[src/rtl/bitstream_pkg.sv]
`default_nettype none
// ============================================================================
// Module      : bitstream_pkg
// Description : Shared constants and helpers for the bitstream fetch block.
//               Holds the FSM state encoding and the words-per-block math.
// Revision    : 1.0 - initial release
// ============================================================================
package bitstream_pkg;

    // FSM state encoding, 3 bits wide
    localparam logic [2:0] c_ST_IDLE  = 3'd0;
    localparam logic [2:0] c_ST_CHECK = 3'd1;
    localparam logic [2:0] c_ST_READ  = 3'd2;
    localparam logic [2:0] c_ST_CAPT  = 3'd3;
    localparam logic [2:0] c_ST_OUT   = 3'd4;
    localparam logic [2:0] c_ST_DONE  = 3'd5;

    // Number of memory words packed into one AES block
    function automatic int calc_wpb(input int aes_w, input int data_w);
        return aes_w / data_w;
    endfunction

    // True when an AES block is a whole, non-zero number of memory words
    function automatic bit width_ok(input int aes_w, input int data_w);
        return (data_w > 0) && (aes_w >= data_w) && ((aes_w % data_w) == 0);
    endfunction

endpackage
`default_nettype wire

[src/rtl/block_assembler.sv]
`default_nettype none
// ============================================================================
// Module      : block_assembler
// Description : WPB-deep word shift register that packs memory words into
//               one AES block MSB-first, plus a word counter with full flag.
// Revision    : 1.0 - initial release
// ============================================================================
module block_assembler
    import bitstream_pkg::*;
#(
    parameter int DATA_LENGTH     = 32,
    parameter int AES_DATA_LENGTH = 128
) (
    input  logic                       clk,
    input  logic                       rst,
    input  logic                       i_clear,
    input  logic                       i_shift,
    input  logic                       i_clr_cnt,
    input  logic [DATA_LENGTH-1:0]     i_word,
    output logic [AES_DATA_LENGTH-1:0] o_block,
    output logic                       o_last,
    output logic                       o_full
);

    localparam int c_WPB   = calc_wpb(AES_DATA_LENGTH, DATA_LENGTH);
    localparam int c_CNT_W = $clog2(c_WPB + 1);

    logic [AES_DATA_LENGTH-1:0] r_block;
    logic [c_CNT_W-1:0]         r_cnt;

    // Shift new words in at the bottom so the first word ends up on top
    always_ff @(posedge clk) begin
        if (rst || i_clear) begin
            r_block <= '0;
        end else if (i_shift) begin
            r_block <= (r_block << DATA_LENGTH) | AES_DATA_LENGTH'(i_word);
        end
    end

    // Count words captured into the current block
    always_ff @(posedge clk) begin
        if (rst || i_clear || i_clr_cnt) begin
            r_cnt <= '0;
        end else if (i_shift) begin
            r_cnt <= r_cnt + c_CNT_W'(1);
        end
    end

    assign o_block = r_block;
    assign o_last  = (r_cnt == c_CNT_W'(c_WPB - 1));
    assign o_full  = (r_cnt == c_CNT_W'(c_WPB));

endmodule
`default_nettype wire

[src/rtl/bitstream_fetch.sv]
`default_nettype none
// ============================================================================
// Module      : bitstream_fetch
// Description : Reads the encrypted bitstream from configuration memory,
//               packs words into AES blocks and streams them to the decrypt
//               stage over valid/ready. Rejects ranges past the address space.
// Revision    : 1.0 - initial release
// ============================================================================
module bitstream_fetch
    import bitstream_pkg::*;
#(
    parameter int ADDR_WIDTH      = 8,
    parameter int DATA_LENGTH     = 32,
    parameter int AES_DATA_LENGTH = 128
) (
    input  logic                       clk,
    input  logic                       clr,
    input  logic                       start_i,
    input  logic [ADDR_WIDTH-1:0]      base_addr_i,
    input  logic [DATA_LENGTH-1:0]     block_cnt_i,
    output logic                       mem_rd_en_o,
    output logic [ADDR_WIDTH-1:0]      mem_addr_o,
    input  logic [DATA_LENGTH-1:0]     mem_rdata_i,
    output logic                       blk_valid_o,
    output logic [AES_DATA_LENGTH-1:0] blk_data_o,
    input  logic                       blk_ready_i,
    output logic                       busy_o,
    output logic                       done_o,
    output logic                       err_o
);

    localparam int c_WPB   = calc_wpb(AES_DATA_LENGTH, DATA_LENGTH);
    // Wide enough that base + count*WPB can never truncate
    localparam int c_CHK_W = ADDR_WIDTH + DATA_LENGTH + $clog2(c_WPB) + 1;

    generate
        if (!width_ok(AES_DATA_LENGTH, DATA_LENGTH)) begin : g_width_check
            $error("AES_DATA_LENGTH must be a non-zero multiple of DATA_LENGTH");
        end
    endgenerate

    logic [2:0]                 r_state;
    logic [2:0]                 w_state_nxt;
    logic [ADDR_WIDTH-1:0]      r_addr;
    logic [ADDR_WIDTH-1:0]      r_addr_hold;
    logic [DATA_LENGTH-1:0]     r_remaining;
    logic                       r_err;

    logic                       w_latch;
    logic                       w_shift;
    logic                       w_handshake;
    logic                       w_set_err;
    logic                       w_last;
    logic                       w_full;
    logic                       w_overflow;
    logic [c_CHK_W-1:0]         w_end_addr;
    logic [AES_DATA_LENGTH-1:0] w_block;

    // One past the last word the fetch would touch, checked against 2^ADDR_WIDTH
    assign w_end_addr = c_CHK_W'(r_addr) + c_CHK_W'(r_remaining) * c_CHK_W'(c_WPB);
    assign w_overflow = (w_end_addr > (c_CHK_W'(1) << ADDR_WIDTH));

    // State register
    always_ff @(posedge clk) begin
        if (clr) begin
            r_state <= c_ST_IDLE;
        end else begin
            r_state <= w_state_nxt;
        end
    end

    // Next-state decode and datapath control strobes
    always_comb begin
        w_state_nxt = r_state;
        w_latch     = 1'b0;
        w_shift     = 1'b0;
        w_handshake = 1'b0;
        w_set_err   = 1'b0;
        case (r_state)
            c_ST_IDLE: begin
                if (start_i) begin
                    w_latch     = 1'b1;
                    w_state_nxt = c_ST_CHECK;
                end
            end
            c_ST_CHECK: begin
                if (r_remaining == '0) begin
                    w_state_nxt = c_ST_DONE;
                end else if (w_overflow) begin
                    w_set_err   = 1'b1;
                    w_state_nxt = c_ST_DONE;
                end else begin
                    w_state_nxt = c_ST_READ;
                end
            end
            c_ST_READ: begin
                w_state_nxt = c_ST_CAPT;
            end
            c_ST_CAPT: begin
                w_shift     = 1'b1;
                w_state_nxt = w_last ? c_ST_OUT : c_ST_READ;
            end
            c_ST_OUT: begin
                if (w_full && blk_ready_i) begin
                    w_handshake = 1'b1;
                    w_state_nxt = (r_remaining == DATA_LENGTH'(1)) ? c_ST_DONE : c_ST_READ;
                end
            end
            c_ST_DONE: begin
                w_state_nxt = c_ST_IDLE;
            end
            default: begin
                w_state_nxt = c_ST_IDLE;
            end
        endcase
    end

    // Address, remaining-block count and sticky error flag
    always_ff @(posedge clk) begin
        if (clr) begin
            r_addr      <= '0;
            r_addr_hold <= '0;
            r_remaining <= '0;
            r_err       <= 1'b0;
        end else begin
            if (w_latch) begin
                r_addr      <= base_addr_i;
                r_remaining <= block_cnt_i;
                r_err       <= 1'b0;
            end else if (w_shift) begin
                r_addr <= r_addr + ADDR_WIDTH'(1);
            end
            if (w_set_err) begin
                r_err <= 1'b1;
            end
            // Keep the last issued address visible once the strobe drops
            if (r_state == c_ST_READ) begin
                r_addr_hold <= r_addr;
            end
            if (w_handshake) begin
                r_remaining <= r_remaining - DATA_LENGTH'(1);
            end
        end
    end

    block_assembler #(
        .DATA_LENGTH     (DATA_LENGTH),
        .AES_DATA_LENGTH (AES_DATA_LENGTH)
    ) u_block_assembler (
        .clk       (clk),
        .rst       (clr),
        .i_clear   (w_latch),
        .i_shift   (w_shift),
        .i_clr_cnt (w_handshake),
        .i_word    (mem_rdata_i),
        .o_block   (w_block),
        .o_last    (w_last),
        .o_full    (w_full)
    );

    assign mem_rd_en_o = (r_state == c_ST_READ);
    assign mem_addr_o  = (r_state == c_ST_READ) ? r_addr : r_addr_hold;
    assign blk_valid_o = (r_state == c_ST_OUT) && w_full;
    assign blk_data_o  = w_block;
    assign busy_o      = (r_state != c_ST_IDLE);
    assign done_o      = (r_state == c_ST_DONE);
    assign err_o       = r_err;

endmodule
`default_nettype wire

[config.mk]
export PLATFORM = sky130hd
export DESIGN_NAME = bitstream_fetch
export DESIGN_NICKNAME = d
export VERILOG_FILES = /design/src/rtl/bitstream_pkg.sv /design/src/rtl/block_assembler.sv /design/src/rtl/bitstream_fetch.sv
export SDC_FILE = /design/constraint.sdc
export NUM_CORES = 1
export LEC_CHECK = 0
export ABC_AREA = 1
export BUFFER_PORTS_ARGS = -buffer_cell sky130_fd_sc_hd__buf_2
export CORE_ASPECT_RATIO = 0.9
export CORE_MARGIN = 5
export CORE_UTILIZATION = 51
export CTS_CLUSTER_SIZE = 8
export DETAILED_ROUTE_END_ITERATION = 6
export GPL_TIMING_DRIVEN = 0
export PLACE_DENSITY_LB_ADDON = 0.1
export SLEW_MARGIN = 5
export SYNTH_ARGS = -nofsm -noshare
export SYNTH_HDL_FRONTEND = slang
export SYNTH_SLANG_ARGS = --single-unit
[constraint.sdc]
create_clock -name clk -period 5.2 [get_ports clk]
set_input_delay 0.78 -clock clk [delete_from_list [all_inputs] [get_ports clk]]
set_output_delay 0.78 -clock clk [all_outputs]
set_load 0.005 [all_outputs]
==> results of run 1 <==
[per-stage QoR]
stage	util	worst slack, ps	hold slack, ps	total power [mW]	instance area (sq um)
5_1_grt	0.628	1850	480	4.53	11000
6_report	0.628	2030	459	4.31	11000
2_1_floorplan	-	2950	457	2.59	9020
4_1_cts	0.628	2070	460	4.29	11000
3_5_place_dp	0.595	2210	449	3.02	10400
3_3_place_gp	0.595	2320	445	3.01	10400
[layer usage]
| metal | GRT usage | up-vias | part of all wire |
|---|---|---|---|
| li1 | - | 4795 | - |
| met1 | 0.435 | 4456 | 0.47 |
| met2 | 0.432 | 410 | 0.42 |
| met3 | 0.0610 | 60 | 0.084 |
| met4 | 0.104 | 0 | 0.028 |
| met5 | 0 | - | 0 |
[power by group]
group / switching, mW / leakage [nW] / internal, mW
Combinational: 0.972 / 3.03 / 0.435
Sequential: 0.113 / 1.48 / 1.50
Clock: 0.643 / 0.280 / 0.642
[cell families (layout without fill, tap and decap cells)]
family / after synthesis / count (layout) / synth area share
buffers and inverters: 184 / 431 / 0.0807
adder cells (fa/ha/maj): 14 / 14 / 0.0202
AND/OR/NAND/NOR: 684 / 684 / 0.319
flip-flops: 183 / 183 / 0.406
AO/OA/AOI/OAI: 258 / 258 / 0.157
other: 0 / 1 / 0
XOR/XNOR: 18 / 18 / 0.0175
[registers in the layout (all words and copies together) (netlist names)]
| register | flops |
|---|---|
| r_state | 3 |
| r_addr | 8 |
| r_addr_hold | 8 |
| u_block_assembler.o_block | 128 |
| err_o | 1 |
| r_remaining | 32 |
| u_block_assembler.r_cnt | 3 |
[layout make-up]
| type | instances | area, sq um | share of cell area |
|---|---|---|---|
| multi-input cells | 974 | 4630 | 0.422 |
| flip-flops and latches | 183 | 3660 | 0.334 |
| repair buffers | 216 | 1080 | 0.0984 |
| inverters | 121 | 459 | 0.0418 |
| clock buffers | 17 | 425 | 0.0387 |
| well taps | 240 | 300 | 0.0273 |
| plain buffers | 63 | 269 | 0.0245 |
| clock inverters | 14 | 149 | 0.0136 |
| diodes | 1 | 2.50 | 0.000228 |
[layout by cell type (no fill, tap or decap), types with 13 or more instances in the layout]
master	count
nand2_1	452
buf_2	236
dfxtp_1	183
a21oi_1	165
nor2_1	107
inv_1	103
nand3_1	53
clkbuf_1	40
o21ai_0	38
xor2_1	18
clkbuf_16	17
o22ai_1	14
inv_2	13
nand4_1	13
ha_1	13
[worst register-to-register path: stages (launching register included)]
cell and delay (ps):
dfxtp_1 350, ha_1 250, fa_1 390, nand2_1 90, nand2_1 100, nand3_1 100, nand2_2 170, nand2_1 200
nor2_1 50, nand2_1 50, nand3_1 80, nor2_1 210, nand3_1 100, nand2_1 140, nand3_1 90, nand2_1 90
nand2_1 50, nand2_1 50, a21oi_1 50
[how the worst min path moves through the flow]
| stage | from | endpoint | slack [ps] |
|---|---|---|---|
| after CTS | u_block_assembler.o_block[105] | u_block_assembler.o_block[105] | 460 |
| after detailed placement | u_block_assembler.o_block[105] | u_block_assembler.o_block[105] | 450 |
| final | u_block_assembler.o_block[104] | u_block_assembler.o_block[104] | 460 |
| after floorplan | u_block_assembler.o_block[100] | u_block_assembler.o_block[100] | 460 |
| after global routing | u_block_assembler.o_block[102] | u_block_assembler.o_block[102] | 480 |
| after global placement | u_block_assembler.o_block[105] | u_block_assembler.o_block[105] | 440 |
==> impl_results.md, run 1 <==
- Placed cells: 1797
- Synthesized cell area: 9020 sq um
- Worst EP arrival: 2390 ps
- Ys Warns: 0
- Worst Hold Class: reg2reg
- Max Cap Viol: 0
- Hpwl dp: 23.4 mm
- CP delay by family, top: buffers and inverters
- Max Fanout on Critical Path: 10
- Max-slew violation count: 0
- Die H: 136 um
- Initial DRC count: 730
- FF-to-FF setup slack: about 2400 ps
- Post-CTS setup repair buffer count: 0
- Die X: 150 um
- Tcrit/Tclk final: 0.610
- CP max stage cell: clkbuf_1
- Detail Route Antenna Nets: 0
- Remaining Overflow, GRT: 0
- Initial antenna violation count: 0
- RSZ-0062 raised after global routing: false
- Post-synth EDFFs: 0
- CP Buf/Inv Count: 5
- Commonest cells in the netlist: nand2_1, dfxtp_1, a21oi_1
- Fillcell total: 1756
- DR vias/cell: approximately 5.3
- Setup CP Type: reg2out
- R2R Path Start: r_addr[2]
- Critical Path Stages: 8
- Cells after synthesis: 1341
- Status: completed
- CTS Buf Count: 17
- Row count: 46
- Hold path cells: 2
- Gr usage total: 0.297
- Top FF cell, synth: dfxtp_1
- Longest Clk Path Bufs: 2
- First-pass GRT wire length: 47.5 mm
- Maximum vdd drop: ~0.23 mV
- Critical Path Start: r_state[1]
- Die area: 20500 sq um
- Post-synth top area cell: dfxtp_1
- Initial Utilization: 0.516
- Worst R2R End: r_state[2]
- Time the worst path needs with I/O delays and setup: 3170 ps
- Cts repair resizes: 0
- Setup violations, final: 0
- CP Capture Type: output pin
- Syn Area/Cell: between 6 and 7 sq um
- Share of cells above drive strength 1: 0.206
- Final hold vios: 0
- Number of H-tree levels: 4
- Clock-pin transition on the worst setup and hold timing paths: approximately 70 ps
- Startpoint types: register
- Clock sinks: between 150 and 200
- Nets: about 1700
- Delay of the slowest critical-path stage: about 400 ps
- Leak: 4.79 nW
- Final non-filler cell total: 1829
- Worst Setup EP: mem_addr_o[6]
- Vias in the first global route: 8912
- Ys async rst share: 0
- Synth Net Count: 1431
- Setup TNS: 0 ps
- Detailed-route via count: 9721
- Hold buffers post-CTS: 0
- Slew margin rel.: 0.439
- Count leader, synth: nand2_1
- Crit-path cells: inv_1 -> nor2_1 -> nand2_1 -> inv_1 -> clkbuf_1 -> clkbuf_1 -> a21oi_1 -> buf_2
- R2r worst-path depth: 18
- # IOs: 217
- RD Place Congestion: 0.952
- Clk Latency, worst-skew pair: 450 ps
- CTS tree: built
- PortBufs: around 220
- Synth top area cells: dfxtp_1, nand2_1, a21oi_1
- Worst-Margin Slew: 839 ps
- Sequential area share after synthesis: 0.406
- Detailed-route wire length: 30.8 mm
- Number of synthesized register bits: 183
- DRC: 0
- Syn-to-layout area delta: 21.7%
- Largest net degree at the start of global routing: 20
- Post-synth top area share: 0.406
- Initial DRT Pass Iterations: 5
- FMAX: 315 MHz
- Worst Path Required: between 4000 and 5000 ps
- Netlist cell types: 47
- Post-DR wirelength/cell: 16.8 um
- CORE AREA: roughly 17000 sq um
- Clk Tree Root Cell: clkbuf_16
- P per Cell Area: roughly 390 nW/um^2
- Setup Skew: 26.7 ps
No activity file was read; power rests on OpenSTA's default activity.
==> run 2, diff against run 1 <==
- CORE_UTILIZATION: 51 -> 49
- clock period: 5.2 -> 2.8 ns (I/O delays scaled with it)
==> impl_results.md, run 2 (same netlist as run 1, synthesis figures left out) <==
- Setup violations, final: 0
- Slew margin rel.: 0.410
- Detailed-route via count: between 9000 and 10000
- FMAX: 383 MHz
- Setup CP Type: reg2reg
- Row count: 47
- CTS Buf Count: 17
- Worst Path Required: 3120 ps
- Gr usage total: 0.284
- Die area: 21200 sq um
- DRC: 0
- Clock sinks: 183
- # IOs: 217
- Worst R2R End: r_remaining[30]
- Worst Hold Class: in2reg
- Post-DR wirelength/cell: 16.8 um
- Syn-to-layout area delta: 22.2%
- Initial antenna violation count: 0
- Clock-pin transition on the worst setup and hold timing paths: 80 ps
- Worst-Margin Slew: 885 ps
- Max Fanout on Critical Path: 5
- Hpwl dp: ~24 mm
- CP Capture Type: register
- P per Cell Area: 726 nW/um^2
- Post-route cell area: approximately 11000 sq um
- Initial DRC count: 811
- Commonest cells after routing, fill and taps aside: nand2_1, buf_2, dfxtp_1
- Hold Worst Slack: 223 ps
- Maximum vdd drop: 0.443 mV
- Setup Skew: about 14 ps
- Initial Utilization: 0.495
- Post-DP Area: between 10000 and 15000 sq um
- Detailed-route wire length: approximately 31 mm
- Worst-case hold path end point: u_block_assembler.o_block[28]
- Detail Route Antenna Nets: 0
- Remaining Overflow, GRT: 0
- DR vias/cell: 5.27
- Leak: 4.79 nW
- Number of H-tree levels: 4
- Min-delay src: mem_rdata_i[28]
- RD Place Congestion: 0.965
- Largest net degree at the start of global routing: 20
- Initial DRT Pass Iterations: 5
- R2R Path Start: r_remaining[1]
- R2r worst-path depth: 16
- Vias in the first global route: 8902
- Tcrit/Tclk final: 0.933
- Clk Tree Root Cell: clkbuf_16
- Worst EP arrival: 2940 ps
- Hold path cells: 3
- Diodes inserted: 0
- Commonest non-fill, non-tap cell in the layout: nand2_1
- Max Cap Viol: 0
- First-pass GRT wire length: 48.7 mm
- Status: completed
- Clk Latency, worst-skew pair: 440 ps
- FF-to-FF setup slack: 190 ps
- Die X: between 150 and 200 um
- RSZ-0062 raised after global routing: true
- Share of cells above drive strength 1: 0.212
- Nets: about 1700
- Time the worst path needs with I/O delays and setup: 2610 ps
- Die H: between 100 and 150 um
- Startpoint types: register
- Final hold vios: 0
- Max-slew violation count: 0
- Max reg flops: 128
- CORE AREA: ~18000 sq um
- PortBufs: approximately 220
- Longest Clk Path Bufs: 2
- CTS tree: built
## run 2: cell count changes in the layout (fill, tap and decap cells not counted), sizes merged
| cell | previous run | this run |
|---|---|---|
| diode | 1 | 0 |
| clkinv | 9 | 12 |
| clkinvlp | 1 | 2 |
| inv | 125 | 121 |
## run 2: worst max path at each step
stage	startpoint	to	slack [ps]	cells past startpoint
floorplan	r_addr[2]	r_state[2]	550	17
global placement	r_addr[2]	r_state[2]	70	18
detailed placement	r_addr[2]	r_state[2]	80	18
CTS	r_addr[2]	r_state[2]	60	18
global route	r_remaining[0]	r_state[2]	-7	18
finish	r_remaining[1]	r_remaining[30]	190	16
## run 2: metal layers
metal,share of wire,vias to the layer above,global-route usage,wire (um)
li1,-,4803,-,-
met1,0.46,4454,0.408,14100
met2,0.43,352,0.424,13300
met3,0.085,52,0.0652,2640
met4,0.026,0,0.0881,803
met5,0,-,0,0
## run 2: critical path, stage by stage (launching register included)
cell	delay, ps
dfxtp_1	380
inv_1	150
ha_1	240
inv_1	110
nor2_4	240
nand2_2	120
nor2_4	120
nand2_2	90
nor2_4	120
nand3_2	130
nor2_4	160
nand4_2	150
nor3_2	160
xor2_1	160
nand2_1	60
nand3_1	70
inv_1	50
## run 2: area by class of cell
class                           count  area, sq um
Fill cell                        1845         7200
Buffer                             63          272
Clock inverter                     14          156
Inverter                          121          463
Tap cell                          245          307
Timing Repair Buffer              216         1080
Sequential cell                   183         3660
Clock buffer                       17          425
Multi-Input combinational cell    974         4660
## run 2: per-stage QoR
| stage | instances | worst slack, ps | total power, mW | TNS (ps) | utilization |
|---|---|---|---|---|---|
| finish | 1833 | 187 | 8.01 | 0 | 0.605 |
| global route | 1833 | -7.36 | 8.46 | -7.36 | 0.605 |
| CTS | 1833 | 61.6 | 7.99 | 0 | 0.603 |
| detailed placement | 1802 | 81.5 | 5.62 | 0 | 0.571 |
| global placement | 1802 | 68.6 | 5.61 | 0 | 0.571 |
| floorplan | 1341 | 547 | 4.81 | 0 | - |
## run 2: where the power goes
part	switching, mW	internal (mW)	leakage [nW]
sequential	0.217	2.79	1.48
combinational	1.81	0.815	3.03
clock	1.19	1.19	0.281
total	3.21	4.79	4.79
## run 2: repair_timing
action	4_1_cts	5_1_grt
buffers inserted	0	0
setup endpoints to repair	0	36
hold buffers	0	0
resized for setup	0	14
